$ cat src/rtl/regfile_scoreboard_if.sv
// Decode/writeback port bundle of the register file: two read ports with busy flags,
// one write port, the reservation handshake, flush and the busy count.
interface regfile_scoreboard_if #(
    parameter int XLEN = 32,
    parameter int AW   = 5
);
    logic [AW-1:0]   rs1_addr;
    logic [AW-1:0]   rs2_addr;
    logic [XLEN-1:0] rs1_data;
    logic [XLEN-1:0] rs2_data;
    logic            rs1_busy;
    logic            rs2_busy;
    logic            wr_en;
    logic [AW-1:0]   wr_addr;
    logic [XLEN-1:0] wr_data;
    logic            rsv_en;
    logic [AW-1:0]   rsv_addr;
    logic            rsv_ok;
    logic            flush;
    logic [AW:0]     busy_count;

    modport master (
        output rs1_addr, rs2_addr, wr_en, wr_addr, wr_data, rsv_en, rsv_addr, flush,
        input  rs1_data, rs2_data, rs1_busy, rs2_busy, rsv_ok, busy_count
    );

    modport slave (
        input  rs1_addr, rs2_addr, wr_en, wr_addr, wr_data, rsv_en, rsv_addr, flush,
        output rs1_data, rs2_data, rs1_busy, rs2_busy, rsv_ok, busy_count
    );
endinterface

$ cat src/rtl/regfile_scoreboard.sv
// 2-read/1-write register file with per-register busy bits: long-latency units reserve a
// destination, the matching writeback releases it, and a flush drops every reservation.
module regfile_scoreboard #(
    parameter int XLEN     = 32,
    parameter int NREGS    = 32,
    parameter int AW       = 5,
    parameter int ZERO_REG = 1,
    parameter int BYPASS   = 1
) (
    input  logic                 clk,
    input  logic                 rst_n,
    regfile_scoreboard_if.slave  bus
);

    logic [XLEN-1:0]  regs_q [NREGS];
    logic [XLEN-1:0]  regs_d [NREGS];
    logic [NREGS-1:0] busy_q;
    logic [NREGS-1:0] busy_d;
    logic [AW:0]      busy_count_q;
    logic [AW:0]      busy_count_d;

    logic             wr_fire_s;
    logic             byp1_s;
    logic             byp2_s;
    logic             rsv_release_s;
    logic             rsv_ok_s;
    logic [XLEN-1:0]  rs1_data_s;
    logic [XLEN-1:0]  rs2_data_s;
    logic             rs1_busy_s;
    logic             rs2_busy_s;

    function automatic logic is_zero_addr(input logic [AW-1:0] addr);
        return (ZERO_REG != 0) && (addr == '0);
    endfunction

    // Sized so that an all-busy vector (NREGS = 2**AW) still fits without wrapping.
    function automatic logic [AW:0] popcount(input logic [NREGS-1:0] vec);
        logic [AW:0] cnt;
        cnt = '0;
        for (int i = 0; i < NREGS; i++) begin
            cnt = cnt + {{AW{1'b0}}, vec[i]};
        end
        return cnt;
    endfunction

    // Write qualification, bypass hits and the reservation handshake.
    always_comb begin
        wr_fire_s     = bus.wr_en && !is_zero_addr(bus.wr_addr);
        byp1_s        = (BYPASS != 0) && wr_fire_s && (bus.wr_addr == bus.rs1_addr);
        byp2_s        = (BYPASS != 0) && wr_fire_s && (bus.wr_addr == bus.rs2_addr);
        // A writeback landing on the same register frees it in time for a new owner.
        rsv_release_s = bus.wr_en && (bus.wr_addr == bus.rsv_addr);
        rsv_ok_s      = bus.rsv_en && !bus.flush && (!busy_q[bus.rsv_addr] || rsv_release_s);
    end

    // Read port 1: zero register, then same-cycle forwarding, then stored state.
    always_comb begin
        rs1_data_s = regs_q[bus.rs1_addr];
        rs1_busy_s = busy_q[bus.rs1_addr];
        if (is_zero_addr(bus.rs1_addr)) begin
            rs1_data_s = '0;
            rs1_busy_s = 1'b0;
        end else if (byp1_s) begin
            rs1_data_s = bus.wr_data;
            rs1_busy_s = 1'b0;
        end else begin
            rs1_data_s = regs_q[bus.rs1_addr];
            rs1_busy_s = busy_q[bus.rs1_addr];
        end
    end

    // Read port 2: same priority as port 1.
    always_comb begin
        rs2_data_s = regs_q[bus.rs2_addr];
        rs2_busy_s = busy_q[bus.rs2_addr];
        if (is_zero_addr(bus.rs2_addr)) begin
            rs2_data_s = '0;
            rs2_busy_s = 1'b0;
        end else if (byp2_s) begin
            rs2_data_s = bus.wr_data;
            rs2_busy_s = 1'b0;
        end else begin
            rs2_data_s = regs_q[bus.rs2_addr];
            rs2_busy_s = busy_q[bus.rs2_addr];
        end
    end

    // Next register contents and busy vector; reservation is applied after the release
    // so a same-cycle write + reserve leaves the register owned by the new requester.
    always_comb begin
        regs_d = regs_q;
        busy_d = busy_q;
        if (wr_fire_s) begin
            regs_d[bus.wr_addr] = bus.wr_data;
            busy_d[bus.wr_addr] = 1'b0;
        end else begin
            busy_d = busy_q;
        end
        if (rsv_ok_s && !is_zero_addr(bus.rsv_addr)) begin
            busy_d[bus.rsv_addr] = 1'b1;
        end else begin
            busy_d = busy_d;
        end
        if (bus.flush) begin
            busy_d = '0;
        end else begin
            busy_d = busy_d;
        end
        busy_count_d = popcount(busy_d);
    end

    // State registers; reset drops all data and every outstanding reservation.
    always_ff @(posedge clk or negedge rst_n) begin
        if (!rst_n) begin
            for (int i = 0; i < NREGS; i++) begin
                regs_q[i] <= '0;
            end
            busy_q       <= '0;
            busy_count_q <= '0;
        end else begin
            regs_q       <= regs_d;
            busy_q       <= busy_d;
            busy_count_q <= busy_count_d;
        end
    end

    assign bus.rs1_data   = rs1_data_s;
    assign bus.rs2_data   = rs2_data_s;
    assign bus.rs1_busy   = rs1_busy_s;
    assign bus.rs2_busy   = rs2_busy_s;
    assign bus.rsv_ok     = rsv_ok_s;
    assign bus.busy_count = busy_count_q;

endmodule

$ cat src/flat_wrapper.sv
// flat-port wrapper written by rule: the top's interface ports become plain ports
module regfile_scoreboard_flat 
#(
    parameter int XLEN     = 32,
    parameter int NREGS    = 32,
    parameter int AW       = 5,
    parameter int ZERO_REG = 1,
    parameter int BYPASS   = 1
)
  (clk, rst_n, bus_rs1_addr, bus_rs2_addr, bus_wr_en, bus_wr_addr, bus_wr_data, bus_rsv_en, bus_rsv_addr, bus_flush, bus_rs1_data, bus_rs2_data, bus_rs1_busy, bus_rs2_busy, bus_rsv_ok, bus_busy_count);
  regfile_scoreboard_if #(.XLEN(XLEN), .AW(AW)) bus_i ();
  input  logic clk;
  input  logic rst_n;
  input wire logic [$bits(bus_i.rs1_addr)-1:0] bus_rs1_addr;
  input wire logic [$bits(bus_i.rs2_addr)-1:0] bus_rs2_addr;
  input wire logic [$bits(bus_i.wr_en)-1:0] bus_wr_en;
  input wire logic [$bits(bus_i.wr_addr)-1:0] bus_wr_addr;
  input wire logic [$bits(bus_i.wr_data)-1:0] bus_wr_data;
  input wire logic [$bits(bus_i.rsv_en)-1:0] bus_rsv_en;
  input wire logic [$bits(bus_i.rsv_addr)-1:0] bus_rsv_addr;
  input wire logic [$bits(bus_i.flush)-1:0] bus_flush;
  output wire logic [$bits(bus_i.rs1_data)-1:0] bus_rs1_data;
  output wire logic [$bits(bus_i.rs2_data)-1:0] bus_rs2_data;
  output wire logic [$bits(bus_i.rs1_busy)-1:0] bus_rs1_busy;
  output wire logic [$bits(bus_i.rs2_busy)-1:0] bus_rs2_busy;
  output wire logic [$bits(bus_i.rsv_ok)-1:0] bus_rsv_ok;
  output wire logic [$bits(bus_i.busy_count)-1:0] bus_busy_count;
  assign bus_i.rs1_addr = bus_rs1_addr;
  assign bus_i.rs2_addr = bus_rs2_addr;
  assign bus_i.wr_en = bus_wr_en;
  assign bus_i.wr_addr = bus_wr_addr;
  assign bus_i.wr_data = bus_wr_data;
  assign bus_i.rsv_en = bus_rsv_en;
  assign bus_i.rsv_addr = bus_rsv_addr;
  assign bus_i.flush = bus_flush;
  assign bus_rs1_data = bus_i.rs1_data;
  assign bus_rs2_data = bus_i.rs2_data;
  assign bus_rs1_busy = bus_i.rs1_busy;
  assign bus_rs2_busy = bus_i.rs2_busy;
  assign bus_rsv_ok = bus_i.rsv_ok;
  assign bus_busy_count = bus_i.busy_count;
  regfile_scoreboard #(.XLEN(XLEN), .NREGS(NREGS), .AW(AW), .ZERO_REG(ZERO_REG), .BYPASS(BYPASS)) u_core (.clk(clk), .rst_n(rst_n), .bus(bus_i));
endmodule
$ cat config.mk
export PLATFORM = sky130hd
export DESIGN_NAME = regfile_scoreboard_flat
export DESIGN_NICKNAME = d
export VERILOG_FILES = /design/src/rtl/regfile_scoreboard_if.sv /design/src/rtl/regfile_scoreboard.sv /design/src/flat_wrapper.sv
export SDC_FILE = /design/constraint.sdc
export NUM_CORES = 2
export LEC_CHECK = 0
export CORE_AREA = 2 2 328 330
export CTS_CLUSTER_DIAMETER = 40
export DETAILED_ROUTE_END_ITERATION = 7
export DIE_AREA = 0 0 330 332
export MAX_ROUTING_LAYER = met4
export PLACE_DENSITY_LB_ADDON = 0.1
export SLEW_MARGIN = 0
export SYNTH_ARGS = -nofsm -noshare
export SYNTH_HDL_FRONTEND = slang
export SYNTH_SLANG_ARGS = --single-unit
$ cat constraint.sdc
create_clock -name clk -period 7.7 [get_ports clk]
set_input_delay 1.54 -clock clk [delete_from_list [all_inputs] [get_ports clk]]
set_output_delay 1.54 -clock clk [all_outputs]
set_load 0.005 [all_outputs]
# [Word level (Yosys, flattened, before mapping)]
# Cells that the tools add are included.
[word_totals] ff_bits=1062 output_inout_bits=73 elab_cells=133
[op_classes] n_addsub=31 magnitude_cmp=10 eq_ne=3 n_mux=30 n_bitwise=6 n_reduce_logical=19
[op_table] op="$bwmux W1024" n=1
[op_table] op="$mux W32" n=12
[op_table] op="$bmux W32 S5" n=2
[op_table] op="$add A6 B1 Y6" n=30
[op_table] op="$demux W32 S5" n=1
[op_table] op="$and A32 B32 Y32" n=1
[op_table] op="$not A32 Y32" n=1
[op_table] op="$or A32 B32 Y32" n=1
[op_table] op="$lt A5 B6 Y1 const B" n=4
[op_table] op="$logic_not A5 Y1" n=4
[op_table] op="$ge A6 B6 Y1 const B" n=3
[op_table] op="$not A5 Y6" n=3
[op_table] op="$bmux W1 S5" n=3
[op_table] op="$eq A5 B5 Y1" n=3
[op_table] op="$demux W1 S5" n=2
[op_table] op="$ge A5 B1 Y1 const B" n=2
[op_table] op="$logic_and A1 B1 Y1" n=10
[op_table] op="$mux W1" n=9
[op_table] op="$lt A6 B1 Y1 const B" n=1
[op_table] op="$logic_not A1 Y1" n=4
[op_table] op="$add A1 B1 Y2" n=1
[op_table] op="$logic_or A1 B1 Y1" n=1

# [Longest topological paths before layout]
[logic_depth] depth_word=41 depth_mapped=26 mapped_depth_nobuf=22

# [Least setup slack after synthesis]
# Ideal clock, no wire load.
[synth_timing] path_kind="in2reg" startpoint="input port bus_rsv_addr[4]" endpoint="register u_core.busy_count_q[4] (netlist: u_core.bus.busy_count[4])" arrival_time_ns=7.333 required_ns=7.620 slack_ns=0.287 stages=24 n_path_buf=3 path_cell_list="buf_2 > or3b_1 > buf_4 > o22ai_1 > nor4_4 > o2111ai_2 > buf_2 > o21ai_1 > ha_1 > inv_1 > fa_1 > fa_1 > fa_1 > fa_1 > fa_1 > inv_1 > fa_1 > inv_1 > fa_1 > inv_1 > fa_1 > a21o_1 > a21oi_1 > xnor2_1"
[synth_via] elab_chain_cells=39 word_cells_on_any_way=49 cone_classes="31 x add/sub; 2 x order compare; 1 x eq/ne; 6 x mux; 1 x bitwise; 8 x reduce/logical"
[synth_lines] item="start: declaration" line_no="flat_wrapper.sv:20" source="input wire logic [$bits(bus_i.rsv_addr)-1:0] bus_rsv_addr;"
[synth_lines] item="branches (longest 6 deep; another with $lt A5 B6 Y1)"
[synth_lines] item="$mux W32 (*)" line_no="regfile_scoreboard.sv:99" source="if (rsv_ok_s && !is_zero_addr(bus.rsv_addr)) begin"
[synth_lines] item="$mux W32 (*)" line_no="regfile_scoreboard.sv:104" source="if (bus.flush) begin"
[synth_lines] item="net u_core.busy_d[1]" line_no="regfile_scoreboard.sv:18" source="logic [NREGS-1:0] busy_d;"
[synth_lines] item="$add A1 B1 Y2 (*)" line_no="regfile_scoreboard.sv:41" source="cnt = cnt + {{AW{1'b0}}, vec[i]};"
[synth_lines] item="$add A6 B1 Y6 (*) (30 in a row)" line_no="regfile_scoreboard.sv:41"
[synth_lines] item="net u_core.busy_count_d[4]" line_no="regfile_scoreboard.sv:20" source="logic [AW:0] busy_count_d;"
[synth_lines] item="end signal: assignment" line_no="regfile_scoreboard.sv:123" source="busy_count_q <= busy_count_d;"
[synth_lines] item="end: declaration" line_no="regfile_scoreboard.sv:19" source="logic [AW:0] busy_count_q;"
# Mark *: on every way through the listed nets, which the timed path passes. The select of a mux whose other input is x is not followed.
# A chain may end at the register's enable or synchronous reset.

# [Final worst setup path]
[layout_timing] startpoint="input port bus_rsv_addr[1]" endpoint="register u_core.busy_count_q[4] (netlist: u_core.bus.busy_count[4])"
[layout_via] elab_chain_cells=39 word_cells_on_any_way=49 cone_classes="31 x add/sub; 2 x order compare; 1 x eq/ne; 6 x mux; 1 x bitwise; 8 x reduce/logical"
[layout_lines] item="branches (longest 6 deep; another with $lt A5 B6 Y1)"
[layout_lines] item="$mux W32 (*)" line_no="regfile_scoreboard.sv:99"
[layout_lines] item="$mux W32 (*)" line_no="regfile_scoreboard.sv:104"
[layout_lines] item="$add A1 B1 Y2" line_no="regfile_scoreboard.sv:41"
[layout_lines] item="$add A6 B1 Y6 (29 in a row)" line_no="regfile_scoreboard.sv:41"
[layout_lines] item="$add A6 B1 Y6 (*)" line_no="regfile_scoreboard.sv:41"
[layout_lines] item="net u_core.busy_count_d[4]" line_no="regfile_scoreboard.sv:20"
# Marked as above.

==> summary.txt <==
Run status
  • Status: finished with violations
  • Failing checks: DRC

Final layout
  • Nets@finish: 4159
  • Area grow syn2layout: 15.1%
  • Fin util: 62.9%
  • Share of cells above drive strength 1: 48.4%
  • Finished Layout Cells: 5607

Detailed routing
  • Via density: 6.84
  • Initial DRC count: 3832
  • Vias: 38400
  • Routed WL: 182000 um
  • Wirelength per Cell: 32.5 um
  • Detailed Routing Iterations Pass 1: 7
  • Drc violations: 12
  • ANT nets after route: 0

Worst setup path
  • Crit path buffers/inverters: 7
  • Crit Path Max Fanout: 14
  • CP Cell Sequence: clkdlybuf4s50_1, buf_12, mux2i_1, o21ai_1, nor4_4, o2111a_1, a21boi_1, fa_1, inv_1, fa_1, inv_1, fa_1, fa_1, fa_1, inv_1, fa_1, inv_1, fa_1, inv_1, fa_1, a21o_1, a21oi_1, xnor2_1
  • Slowest cell on crit path: fa_1
  • CP endpoint kind: flip-flop
  • Worst Path Class, Setup: input port to flip-flop
  • Arrival @ worst endpoint: 8.02 ns
  • R2R Path Start: u_core.busy_q[10]
  • WP data required: 8.36 ns
  • Start point of the critical path: bus_rsv_addr[1]
  • Slowest stage delay, CP: 0.54 ns
  • Delay-heaviest family, CP: adder cells
  • CP dominant cell by count: fa_1
  • Startpoint Class: input port

GRT
  • Number of global-route vias before repair: 39100
  • First-pass GRT wire length: 270000 um
  • Antenna violations before repair: 4
  • Gr ovfl total: 0
  • Largest net degree at the start of global routing: 165
  • Total track usage: 34.9%

Power
  • Pwr dens: 275 nW/um2
  • Switch Pwr: 4.84 mW
  • Internal Power: 13.5 mW
  • Clk pwr share: 42.1%
  • Flop pwr share: 40.0%
  • Net Sw Frac: 26.3%
  • P_leak: 29.0 nW
  • Combinational Power Share: 17.9%
  • Worst ir drop on vdd: 0.203 mV

Timing
  • Max Freq: 0.136 GHz
  • Fin worst setup slack: 0.341 ns
  • Worst Max-Slew Pin Slew: 1.21 ns
  • Final Hold Fails: 0
  • Max transition margin: 19.2%
  • Period minus WS final: 7.36 ns
  • Unrepaired setup endpoints after global routing: no
  • Fin Clk Skew: 0.0115 ns
  • Slew Viols, Final: 0
  • Fin crit share: 95.6%
  • Setup violators final: 0

Yosys
  • Syn_area_per_cell: 14.4 um2
  • Compound-Gate Fraction of Synth Area: 6.07%
  • Mapped Cells: 4047
  • #FFs+latches synth: 1062
  • Synth top area cells: dfrtp_1, mux2_2, mux4_2, mux2i_1, clkbuf_1
  • Sequential share of the synthesized area: 45.8%
  • Synthesized net count: 4136
  • Mapped Area: 58100 um2
  • Simple-Gate Fraction of Synth Area: 2.41%
  • Share of the synthesized area in the top cell type: 45.8%
  • Prevailing post-synth register cell: dfrtp_1
  • Cell accounting for the most synthesized area: dfrtp_1
  • Async set-reset flop share out of synthesis: 100%
  • Synth unique cells: 68
  • Synth Area in XOR/XNOR: 0.271%
  • Post-synthesis mux area share: 40.7%
  • Post-synth EDFFs: 0
  • Yosys warning total: 0
  • Adder-cell area share of the yosys netlist: 0.999%
  • Largest family of logic cells by synthesized area: multiplexers

Place
  • Final RePlAce weighted congestion: 0.924
  • Hpwl dp: 100000 um
  • Inst Count DP: 5312
  • IO buf count: 129
  • Pre-CTS WS: -0.374 ns

Clock tree
  • CTS root buffer: clkbuf_16
  • CTS tree: yes
  • CTS Buf Count: 159
  • Hold-fix buffers, CTS: 0
  • H-tree Lvls: 4
  • Post-CTS setup buffer count: 0
  • Clk sink count: 1062
  • PostCTS Resize Cnt: 0
  • Clock Tree Buf Depth: 3
  • Skew-Pair Late Insertion Delay: 0.75 ns
  • Clock transition at path regs: 0.06 ns

Floorplanning
  • Starting Density: 54.6%
  • I/O pin cnt: 130
  • Die Y: 332 um
  • Die width: 330 um
  • Die area: 110000 um2
  • Placeable Area: 106000 um2
  • Num rows: 120

Hold path
  • Hold/Removal Path Class: flip-flop to flip-flop
  • Hold path startpoint: u_core.regs_q[1021]

Flow run
  • Max-Cap Viols: 0
[power groups by stage]
stage | clock, mW | combinational (mW) | sequential, mW
after global placement | 0 | 3.22 | 7.34
after CTS | 7.82 | 3.30 | 7.32
final | 7.73 | 3.29 | 7.35
after floorplan | 0 | 2.44 | 7.16
after detailed placement | 0 | 3.28 | 7.40
after global routing | 8.08 | 3.52 | 7.47
[registers in the layout, summed over array words and instances (netlist names)]
register and cells:
u_core.regs_q 1024, u_core.busy_q 32, u_core.bus.busy_count 6
[stage by stage]
stage	hold slack, ns	instance area, um2	power, mW	setup TNS [ns]
2_1_floorplan	0.425	58100	9.60	0
3_3_place_gp	0.361	61100	10.6	-1.00
3_5_place_dp	0.365	61100	10.7	-1.00
4_1_cts	0.385	66900	18.4	0
5_1_grt	0.395	66900	19.1	0
6_report	0.384	66900	18.4	0
[area by class of cell]
cell class / instances / area (um2)
Clock buffer: 192 / 4350
Antenna cell: 2 / 5.00
Timing Repair Buffer: 320 / 3000
Clock inverter: 101 / 1390
Sequential cell: 1062 / 26600
Inverter: 42 / 158
Tap cell: 1403 / 1760
Fill cell: 8091 / 39400
Multi-Input combinational cell: 2485 / 29600
[worst paths after layout]
path / to / slack, ns / cells after the start
worst max-delay path: u_core.bus.busy_count[4] / 0.34 / 23
max in group asynchronous: u_core.regs_q[658] / 5.23 / 3
min in group asynchronous: u_core.regs_q[1000] / 0.81 / 1
worst min register to register: u_core.regs_q[1021] / 0.38 / 0
worst max register to register: u_core.bus.busy_count[4] / 1.40 / 21
worst min-delay path: u_core.regs_q[1021] / 0.38 / 0
[placed cells by master, fill, tap and decap left out, types with 17 or more instances in the layout]
master and instances:
dfrtp_1 1062, mux2_2 1021, mux4_2 469, buf_4 172
clkbuf_16 164, mux2i_1 158, clkdlybuf4s50_1 120, a22oi_1 110
a21oi_1 102, nand2_1 87, o21ai_0 47, nor2_1 43
inv_1 42, a221oi_1 30, o21ai_1 29, nand3_1 28
a31oi_1 28, o22ai_1 26, bufinv_16 25, fa_1 24
a22o_1 23, buf_12 21, nor3b_1 20, clkinv_2 20
a211oi_1 18, o221ai_1 18, inv_6 18, nor2_4 17
[layer usage]
layer	vias to the layer above	global-route usage, %	wire [um]
met5	-	-	0
met2	1597	52.1	85700
met4	0	14.1	7890
met1	20600	47.7	75700
li1	15700	-	-
met3	435	6.16	12700
[Yosys cell counts (4+ instances only)]
library cell  number
a211oi_1          18
a21boi_1           7
a21oi_1          102
a221o_1           10
a221oi_1          30
a22o_1            23
a22oi_1          110
a31oi_1           28
a32oi_1           11
and2_1             5
and3b_1            5
buf_1             24
buf_2             93
buf_4             32
buf_6             12
clkbuf_1         296
dfrtp_1         1062
fa_1              24
ha_1               8
inv_1             42
mux2_2          1021
mux2i_1          158
mux4_2           469
nand2_1          102
nand3_1           28
nand3b_1           5
nand4_1            4
nor2_1            61
nor2b_1           12
nor3_1             6
nor3b_1           21
o2111ai_1          5
o211a_1            4
o211ai_1           5
o21a_1            12
o21ai_0           47
o21ai_1           29
o221ai_1          18
o22ai_1           26
o32a_1             5
xnor2_1           10
xor2_1             8
[cells by family after synthesis]
kind of cell / count (synthesis)
multiplexers: 1648
buffers and inverters: 500
flip-flops: 1062
AO/OA/AOI/OAI: 510
AND/OR/NAND/NOR: 277
XOR/XNOR: 18
adder cells (fa/ha/maj): 32
No activity file was read; power rests on OpenSTA's default activity.
